$ cat config.mk
export PLATFORM = sky130hd
export DESIGN_NAME = tsm_product_sequencer
export DESIGN_NICKNAME = d
export VERILOG_FILES = /design/src/rtl/tsm_product_sequencer.sv
export SDC_FILE = /design/constraint.sdc
export NUM_CORES = 1
export LEC_CHECK = 0
export CAP_MARGIN = 10
export CORE_MARGIN = 1.5
export CORE_UTILIZATION = 39
export CTS_BUF_LIST = sky130_fd_sc_hd__clkbuf_4 sky130_fd_sc_hd__clkbuf_8
export CTS_CLUSTER_DIAMETER = 60
export DETAILED_ROUTE_END_ITERATION = 16
export PLACE_DENSITY = 0.77
export SYNTH_ARGS = -nofsm -noshare
export SYNTH_HDL_FRONTEND = slang
export SYNTH_SLANG_ARGS = --single-unit
$ cat constraint.sdc
create_clock -name clk -period 1.4 [get_ports clk]
set_clock_uncertainty 0.05 [all_clocks]
set_input_delay 0.14 -clock clk [delete_from_list [all_inputs] [get_ports clk]]
set_output_delay 0.14 -clock clk [all_outputs]
set_load 0.01 [all_outputs]
$ cat src/rtl/tsm_product_sequencer.sv
// Share-serial sequencer for a masked four-variable product vector: loads the
// first share, folds each further share in through an external combine stage.
module tsm_product_sequencer #(
  parameter int unsigned NSHARES = 3,
  parameter int unsigned IDXW    = 2
) (
  input  logic            clk,
  input  logic            rst_n,
  input  logic            flush,
  input  logic [3:0]      share_in,
  input  logic            share_valid,
  output logic            share_ready,
  output logic [IDXW-1:0] share_idx,
  output logic [14:0]     stage_acc,
  output logic [3:0]      stage_share,
  input  logic [14:0]     stage_d,
  output logic            out_valid,
  input  logic            out_ready,
  output logic [14:0]     out_vec,
  output logic            busy
);

  localparam int unsigned VW = 15;

  typedef enum logic [1:0] {
    IDLE  = 2'd0,
    ACCUM = 2'd1,
    DONE  = 2'd2
  } state_t;

  state_t          state_q, state_d;
  logic [IDXW-1:0] idx_q, idx_d;
  logic [VW-1:0]   acc_q, acc_d;
  logic            accept;
  logic            last_share;

  // Product vector of a single unshared value {w,z,y,x}.
  function automatic logic [VW-1:0] load_vec(input logic [3:0] s);
    logic [VW-1:0] v;
    v[0]  = s[0];
    v[1]  = s[1];
    v[2]  = s[2];
    v[3]  = s[3];
    v[4]  = s[0] & s[1];
    v[5]  = s[0] & s[2];
    v[6]  = s[0] & s[3];
    v[7]  = s[1] & s[2];
    v[8]  = s[1] & s[3];
    v[9]  = s[2] & s[3];
    v[10] = s[0] & s[1] & s[2];
    v[11] = s[0] & s[1] & s[3];
    v[12] = s[0] & s[2] & s[3];
    v[13] = s[1] & s[2] & s[3];
    v[14] = s[0] & s[1] & s[2] & s[3];
    return v;
  endfunction

  assign share_ready = ~flush & (state_q != DONE);
  assign accept      = share_valid & share_ready;
  assign last_share  = (idx_q == IDXW'(NSHARES - 1));

  // Combine stage sees only the register and the raw share.
  assign stage_acc   = acc_q;
  assign stage_share = share_in;
  assign out_vec     = acc_q;
  assign share_idx   = idx_q;
  assign out_valid   = (state_q == DONE);
  assign busy        = (state_q != IDLE);

  always_ff @(posedge clk or negedge rst_n) begin
    if (!rst_n) begin
      state_q <= IDLE;
      idx_q   <= '0;
      acc_q   <= '0;
    end else begin
      state_q <= state_d;
      idx_q   <= idx_d;
      acc_q   <= acc_d;
    end
  end

  always_comb begin
    state_d = state_q;
    idx_d   = idx_q;
    acc_d   = acc_q;
    if (flush) begin
      state_d = IDLE;
      idx_d   = '0;
      acc_d   = '0;
    end else begin
      case (state_q)
        IDLE: begin
          if (accept) begin
            acc_d   = load_vec(share_in);
            idx_d   = IDXW'(1);
            state_d = ACCUM;
          end
        end
        ACCUM: begin
          if (accept) begin
            acc_d = stage_d;
            if (last_share) begin
              idx_d   = '0;
              state_d = DONE;
            end else begin
              idx_d = idx_q + IDXW'(1);
            end
          end
        end
        DONE: begin
          if (out_ready) state_d = IDLE;
        end
        default: begin
          state_d = IDLE;
          idx_d   = '0;
          acc_d   = '0;
        end
      endcase
    end
  end

endmodule

==> results of run 1 <==
-- cell type report --
type	instances	area [um^2]	area share [%]
Tap cell	31	38.8	2.05
Multi-Input combinational cell	61	534	28.3
Clock buffer	3	22.5	1.19
Timing Repair Buffer	88	811	42.9
Inverter	1	3.75	0.199
Sequential cell	19	475	25.1
Clock inverter	1	5.00	0.265
-- layout by cell type (no fill, tap or decap), types with 4 or more instances in the layout --
master / synthesis / routed
dlygate4sd2_1: 0 / 29
dlymetal6s2s_1: 0 / 5
buf_4: 21 / 22
o21ai_0: 4 / 4
clkdlybuf4s50_1: 0 / 25
nor2_1: 4 / 4
a21oi_1: 5 / 4
a22o_1: 4 / 4
dfrtp_1: 19 / 19
nand2_1: 6 / 6
o2bb2ai_2: 0 / 8
-- timing repair --
action	in CTS	in global routing
hold buffers	0	0
buffers inserted	10	2
cloned	1	0
gates resized for setup	49	21
pin swaps	1	9
endpoints found under the setup margin	51	25
-- kinds of logic after synthesis --
logic type / count (synthesis) / synth area share (%)
AOI/OAI and AO/OA: 32 / 21.3
buffers and inverters: 29 / 19.5
DFF: 19 / 42.4
muxes: 4 / 3.57
and+or+nand+nor: 24 / 13.2
-- flip-flops by register name, indices dropped and copies added (netlist names) --
name       cells
state_q        2
share_idx      2
out_vec       15
-- where the power goes --
part           total (W)  internal (W)  leakage [nW]  switching [W]
registers       0.000598      0.000576         0.256      0.0000216
clock network   0.000297      0.000107        0.0177       0.000191
logic           0.000409      0.000224         0.726       0.000186
-- through the flow --
stage	cell area, um^2	TNS, ns	instances
floorplan	1120	0	108
detailed placement	1700	-1.52	189
global route	1890	-0.372	204
CTS	1810	-0.0697	204
global placement	1700	-1.05	189
finish	1890	-0.0175	204
-- worst max path at each step --
stage / endpoint / depth (start not counted) / from / slack (ns)
4_1_cts: busy / 3 / state_q[1]$_DFFE_PN0P_ / -0.06
3_5_place_dp: out_vec[5]$_DFFE_PN0P_ / 5 / share_valid / -0.11
5_1_grt: out_vec[12]$_DFFE_PN0P_ / 5 / state_q[0]$_DFFE_PN0P_ / -0.1
3_3_place_gp: out_vec[14]$_DFFE_PN0P_ / 4 / flush / -0.09
2_1_floorplan: out_vec[1]$_DFFE_PN0P_ / 5 / state_q[1]$_DFFE_PN0P_ / 0.17
6_report: out_vec[12]$_DFFE_PN0P_ / 5 / state_q[0]$_DFFE_PN0P_ / -0.02
-- metal layers --
layer / vias to the layer above / share of wire, %
met4: 0 / 3.2
li1: 508 / -
met5: - / 0
met3: 10 / 6.9
met1: 529 / 42
met2: 64 / 48
==> metrics, run 1 <==
maxcap violations=0; Die Area=3210 um^2; first-pass GRT wire length=between 5 and 6 mm; Final WS setup=-0.0175 ns; Global Route met3 Usage=3.69%; critical path, cell by cell=buf_4 > buf_4 > nor2b_2 > a32oi_1 > o2bb2ai_2; length of the first detailed-routing pass in iterations=4; largest cells by area after synthesis=dfrtp_1 42%, buf_4 14%, o2bb2ai_1 8.6%, buf_6 4.0%, mux2i_1 3.6%; fraction of layout cells with a size suffix above 1=31.2%; initial drt markers=26; routed via count=1111; wire length per cell=17.1 um; leakage=between 1 and 1.5 nW; layout overhead on the synthesized area=68.6%; number of nets produced by synthesis=roughly 130; count leader, synth=buf_4; Starting Density=41.0%; clock transition at the register clock pins on the worst setup and hold paths after CTS=between 0.1 and 0.15 ns; Placeable Area=approximately 2700 um^2; maximum operating frequency=705 MHz; post-layout utilization of the core=69.2%; cell taking the most area after synthesis=dfrtp_1; number of register bits inferred by synthesis=19; synth cell count leaders=21 x buf_4, 19 x dfrtp_1, 11 x o2bb2ai_1; busiest grt layer=met2; FILL cells=192; global route overflow=0; dominant register cell in the synthesized netlist=dfrtp_1; sort of element at the end of the critical path=flop; status=finished with violations; setup slack of the most critical reg-to-reg path=-0.02 ns; type of element launching the critical path=flop; type of the worst min-delay path=input pin to async pin; number of antenna violations at the first check in global routing=0; library cell contributing the largest single delay on the critical path=dfrtp_1; Pwr Total=roughly 0.0013 W; PwrDens=approximately 690 nW/um^2; remaining max-slew budget at the tightest pin=between 80 and 90%; share of the synthesized area in the top cell type=between 40% and 50%; number of synthesized flops with an enable pin=0; worst reg2reg startpoint=state_q[0]$_DFFE_PN0P_; total I/O pin count=between 60 and 70; Cell Rows=19; number of sinks driven by the clock tree=19; Post-layout nets=198; WP data arrival=1.61 ns; Horiz. Die Dim=56.6 um; worst-path fanout max=11; pin count of the biggest net entering global routing=20; final period utilization=101%; routing usage on met2=33.1%; unique cell type count in the Yosys netlist=28; clock insertion delay at the later pin of the skew report=a little over 0.3 ns; CP delay by family, top=flip-flops; number of cells on the worst reg-to-reg path=5; met1 global-route usage=27.7%; required time at the endpoint of the critical path=1.59 ns; Final Critical Period=1.42 ns; Post-Route Hold Slack=0.110 ns; number of buffer and inverter stages on the critical path=2; overall routing resource usage=between 20% and 30%; crit-path max cell delay=~0.43 ns; Placer Congestion=0.843; number of CTS-inserted buffers=3; Mapped Avg Cell Area=10.4 um^2; Hold Fails Final Rpt=0; post-synthesis instance area=~1100 um^2; total of endpoints with negative setup slack in the final report=1; slew at the pin with the worst max-slew slack=0.267 ns; cell seen most often among critical-path stages=buf_4; VDD IR-drop max=0.000660 V; Chip Height=56.6 um; number of warnings issued by yosys=0; unrepaired setup endpoints after global routing=yes; Port Buffers=62; placement-stage worst setup slack=-0.109 ns; maximum buffer depth of the clock tree=2; total routed wirelength=around 3.5 mm; clock tree from TritonCTS=built; Post-synth ARST share=100%; endpoint of the worst register-to-register path=out_vec[12]$_DFFE_PN0P_; post-synthesis instance total=108; total half-perimeter wirelength after legalization and detailed placement=2.18 mm; sequential element share of the synthesized area=42.4%; DRC viols=0; max-slew violation count=0; Root Buffer Master=clkbuf_4; n_diodes=0; Crit Path Category=flop to flop; Via-to-Cell Ratio=5.45; via count of the first global-routing pass=1077; total number of H-tree levels=1; number of nets still failing antenna checks after routing=0; failing checks=setup timing
Note: power is estimated with default switching activity, not from simulation.
==> run 2: changes to the inputs <==
--- a/config.mk
+++ b/config.mk
@@ -7,11 +7,11 @@
 export LEC_CHECK = 0
 export CAP_MARGIN = 10
 export CORE_MARGIN = 1.5
-export CORE_UTILIZATION = 39
+export CORE_UTILIZATION = 42
 export CTS_BUF_LIST = sky130_fd_sc_hd__clkbuf_4 sky130_fd_sc_hd__clkbuf_8
 export CTS_CLUSTER_DIAMETER = 60
 export DETAILED_ROUTE_END_ITERATION = 16
-export PLACE_DENSITY = 0.77
+export PLACE_DENSITY = 0.83
 export SYNTH_ARGS = -nofsm -noshare
 export SYNTH_HDL_FRONTEND = slang
 export SYNTH_SLANG_ARGS = --single-unit
==> constraint.sdc (replaced) <==
create_clock -name clk -period 1.7 [get_ports clk]
set_clock_uncertainty 0.05 [all_clocks]
set_input_delay 0.17 -clock clk [delete_from_list [all_inputs] [get_ports clk]]
set_output_delay 0.17 -clock clk [all_outputs]
set_load 0.01 [all_outputs]
==> metrics, run 2 (same netlist as run 1, synthesis figures left out) <==
total negative slack for setup checks=0 ns (+0.0175 ns); Final Critical Period=1.52 ns; routed via count=1003 (-9.7%); clock transition at the register clock pins on the worst setup and hold paths after CTS=0.11 ns (about the same); endpoint of the worst register-to-register path=out_vec[5]$_DFFE_PN0P_; Hold Fails Final Rpt=0 (unchanged); Port Buffers=62 (unchanged); worst-path fanout max=6 (-5); VDD IR-drop max=0.000424 V (-36%); number of CTS-inserted buffers=3 (unchanged); Cell Rows=18 (-1); critical path startpoint=share_idx[1]$_DFFE_PN0P_; Chip Height=54.7 um (-3.4%); placement-stage worst setup slack=0.136 ns (+0.244 ns); cell depth of the worst setup path=1 (-4); FILL cells=206 (+7.3%); leading cell type in the layout, fill and taps excluded=clkdlybuf4s50_1; PwrDens=613 nW/um^2 (-11%); first-pass GRT wire length=4.26 mm (-18%); Root Buffer Master=clkbuf_4; max-slew violation count=0 (unchanged); number of non-filler instances in the completed layout=183 (-10%); leakage=0.710 nW (-29%); number of nets still failing antenna checks after routing=0 (unchanged); clock insertion delay at the later pin of the skew report=0.30 ns (about the same); maximum buffer depth of the clock tree=2 (unchanged); number of cells on the worst reg-to-reg path=4 (-1); initial drt markers=26 (unchanged); Placer Congestion=0.754 (-11%); Final WS setup=0.184 ns (+0.202 ns); number of sinks driven by the clock tree=19 (unchanged); DRC viols=0 (unchanged); overall routing resource usage=20.2% (-0.70 points); type of the worst min-delay path=input pin to async pin; quantity of gates resized following cts=0 (-100%); clock tree from TritonCTS=built; final period utilization=89.2%; max FFs per register=15 (unchanged); sort of element at the end of the critical path=output port; slew at the pin with the worst max-slew slack=0.442 ns (+0.175 ns); Sequential cell area=475 um^2 (unchanged); maxcap violations=0 (unchanged); Post CTS Setup Buffer Count=0 (-10); number of buffer and inverter stages on the critical path=1 (-1); global route overflow=0 (unchanged); total number of H-tree levels=1 (unchanged); total area of multi-input combinational cells=427 um^2 (-20%); fraction of layout cells with a size suffix above 1=9.15% (-22 points); final non-filler cell area=1650 um^2 (-13%); worst setup path end=share_idx[1]; n_diodes=0 (unchanged); Die Area=2990 um^2 (-6.8%); via count of the first global-routing pass=960 (-11%); Via-to-Cell Ratio=5.48 (+0.64%); setup slack of the most critical reg-to-reg path=0.22 ns (+0.24 ns); required time at the endpoint of the critical path=1.48 ns (-0.11 ns); pin count of the biggest net entering global routing=20 (unchanged); critical path, cell by cell=clkdlybuf4s50_1; total I/O pin count=63 (unchanged); hold-fix buffer count after cts=0 (unchanged); library cell contributing the largest single delay on the critical path=clkdlybuf4s50_1; Crit Path Category=flop to output port; maximum operating frequency=660 MHz; wire length per cell=15.1 um (-12%); Placeable Area=2500 um^2 (-8.6%); length of the first detailed-routing pass in iterations=4 (unchanged); cell count after placement=179 (-5.3%); top library cells by usage in the layout, fill and taps aside=59 x clkdlybuf4s50_1, 19 x dfrtp_1, 11 x o2bb2ai_1; Horiz. Die Dim=54.7 um (-3.4%); Starting Density=44.8% (+3.8 points); type of element launching the critical path=flop; layout overhead on the synthesized area=47.3%; crit-path max cell delay=0.56 ns (+0.13 ns); total half-perimeter wirelength after legalization and detailed placement=2.07 mm (-5.1%); CP delay by family, top=buffers and inverters; unrepaired setup endpoints after global routing=no; worst reg2reg startpoint=state_q[0]$_DFFE_PN0P_; total of endpoints with negative setup slack in the final report=0 (-1); number of antenna violations at the first check in global routing=0 (unchanged); instance area at placement=1620 um^2 (-4.8%); Post-layout nets=178 (-10%); status=finished clean; remaining max-slew budget at the tightest pin=70.3% (-12 points); total routed wirelength=2.76 mm (-21%); WP data arrival=1.30 ns (-0.31 ns)
## run 2: worst min-delay path by stage
stage / from / to / slack (ns) / cells after the start
after floorplan: rst_n / out_vec[0]$_DFFE_PN0P_ / -0.18 / 0
after global placement: out_vec[1]$_DFFE_PN0P_ / out_vec[1]$_DFFE_PN0P_ / 0.45 / 1
after detailed placement: out_vec[8]$_DFFE_PN0P_ / out_vec[8]$_DFFE_PN0P_ / 0.45 / 1
after CTS: rst_n / share_idx[1]$_DFFE_PN0P_ / 0.15 / 2
after global routing: rst_n / share_idx[1]$_DFFE_PN0P_ / 0.17 / 2
final: rst_n / share_idx[1]$_DFFE_PN0P_ / 0.15 / 2
## run 2: metrics by stage
step           utilization [%]  hold slack (ns)  total power, W
6_report                  66.1            0.145         0.00101
5_1_grt                   66.1            0.170         0.00106
4_1_cts                   65.8            0.153         0.00102
3_5_place_dp              64.7            0.448        0.000795
3_3_place_gp              64.7            0.454        0.000791
2_1_floorplan                -           -0.176        0.000648
## run 2: power breakdown
| group | switching [W] | internal [W] | total, W |
|---|---|---|---|
| Clock | 0.000140 | 0.0000877 | 0.000228 |
| Sequential | 0.0000212 | 0.000475 | 0.000496 |
| Combinational | 0.000119 | 0.000170 | 0.000289 |
| Total | 0.000280 | 0.000733 | 0.00101 |
## run 2: routing by layer
layer / vias up / GRT usage [%] / wire length (um)
li1: 463 / - / -
met1: 477 / 25.6 / 1150
met2: 61 / 33.1 / 1310
met3: 2 / 5.19 / 275
met4: 0 / 6.67 / 19
met5: - / 0 / 0
## run 2: layout make-up
class | instances | share of cell area (%)
Timing Repair Buffer | 69 | 41.2
Multi-Input combinational cell | 60 | 25.8
Sequential cell | 19 | 28.8
Tap cell | 30 | 2.27
Inverter | 1 | 0.227
Clock inverter | 1 | 0.303
Clock buffer | 3 | 1.36
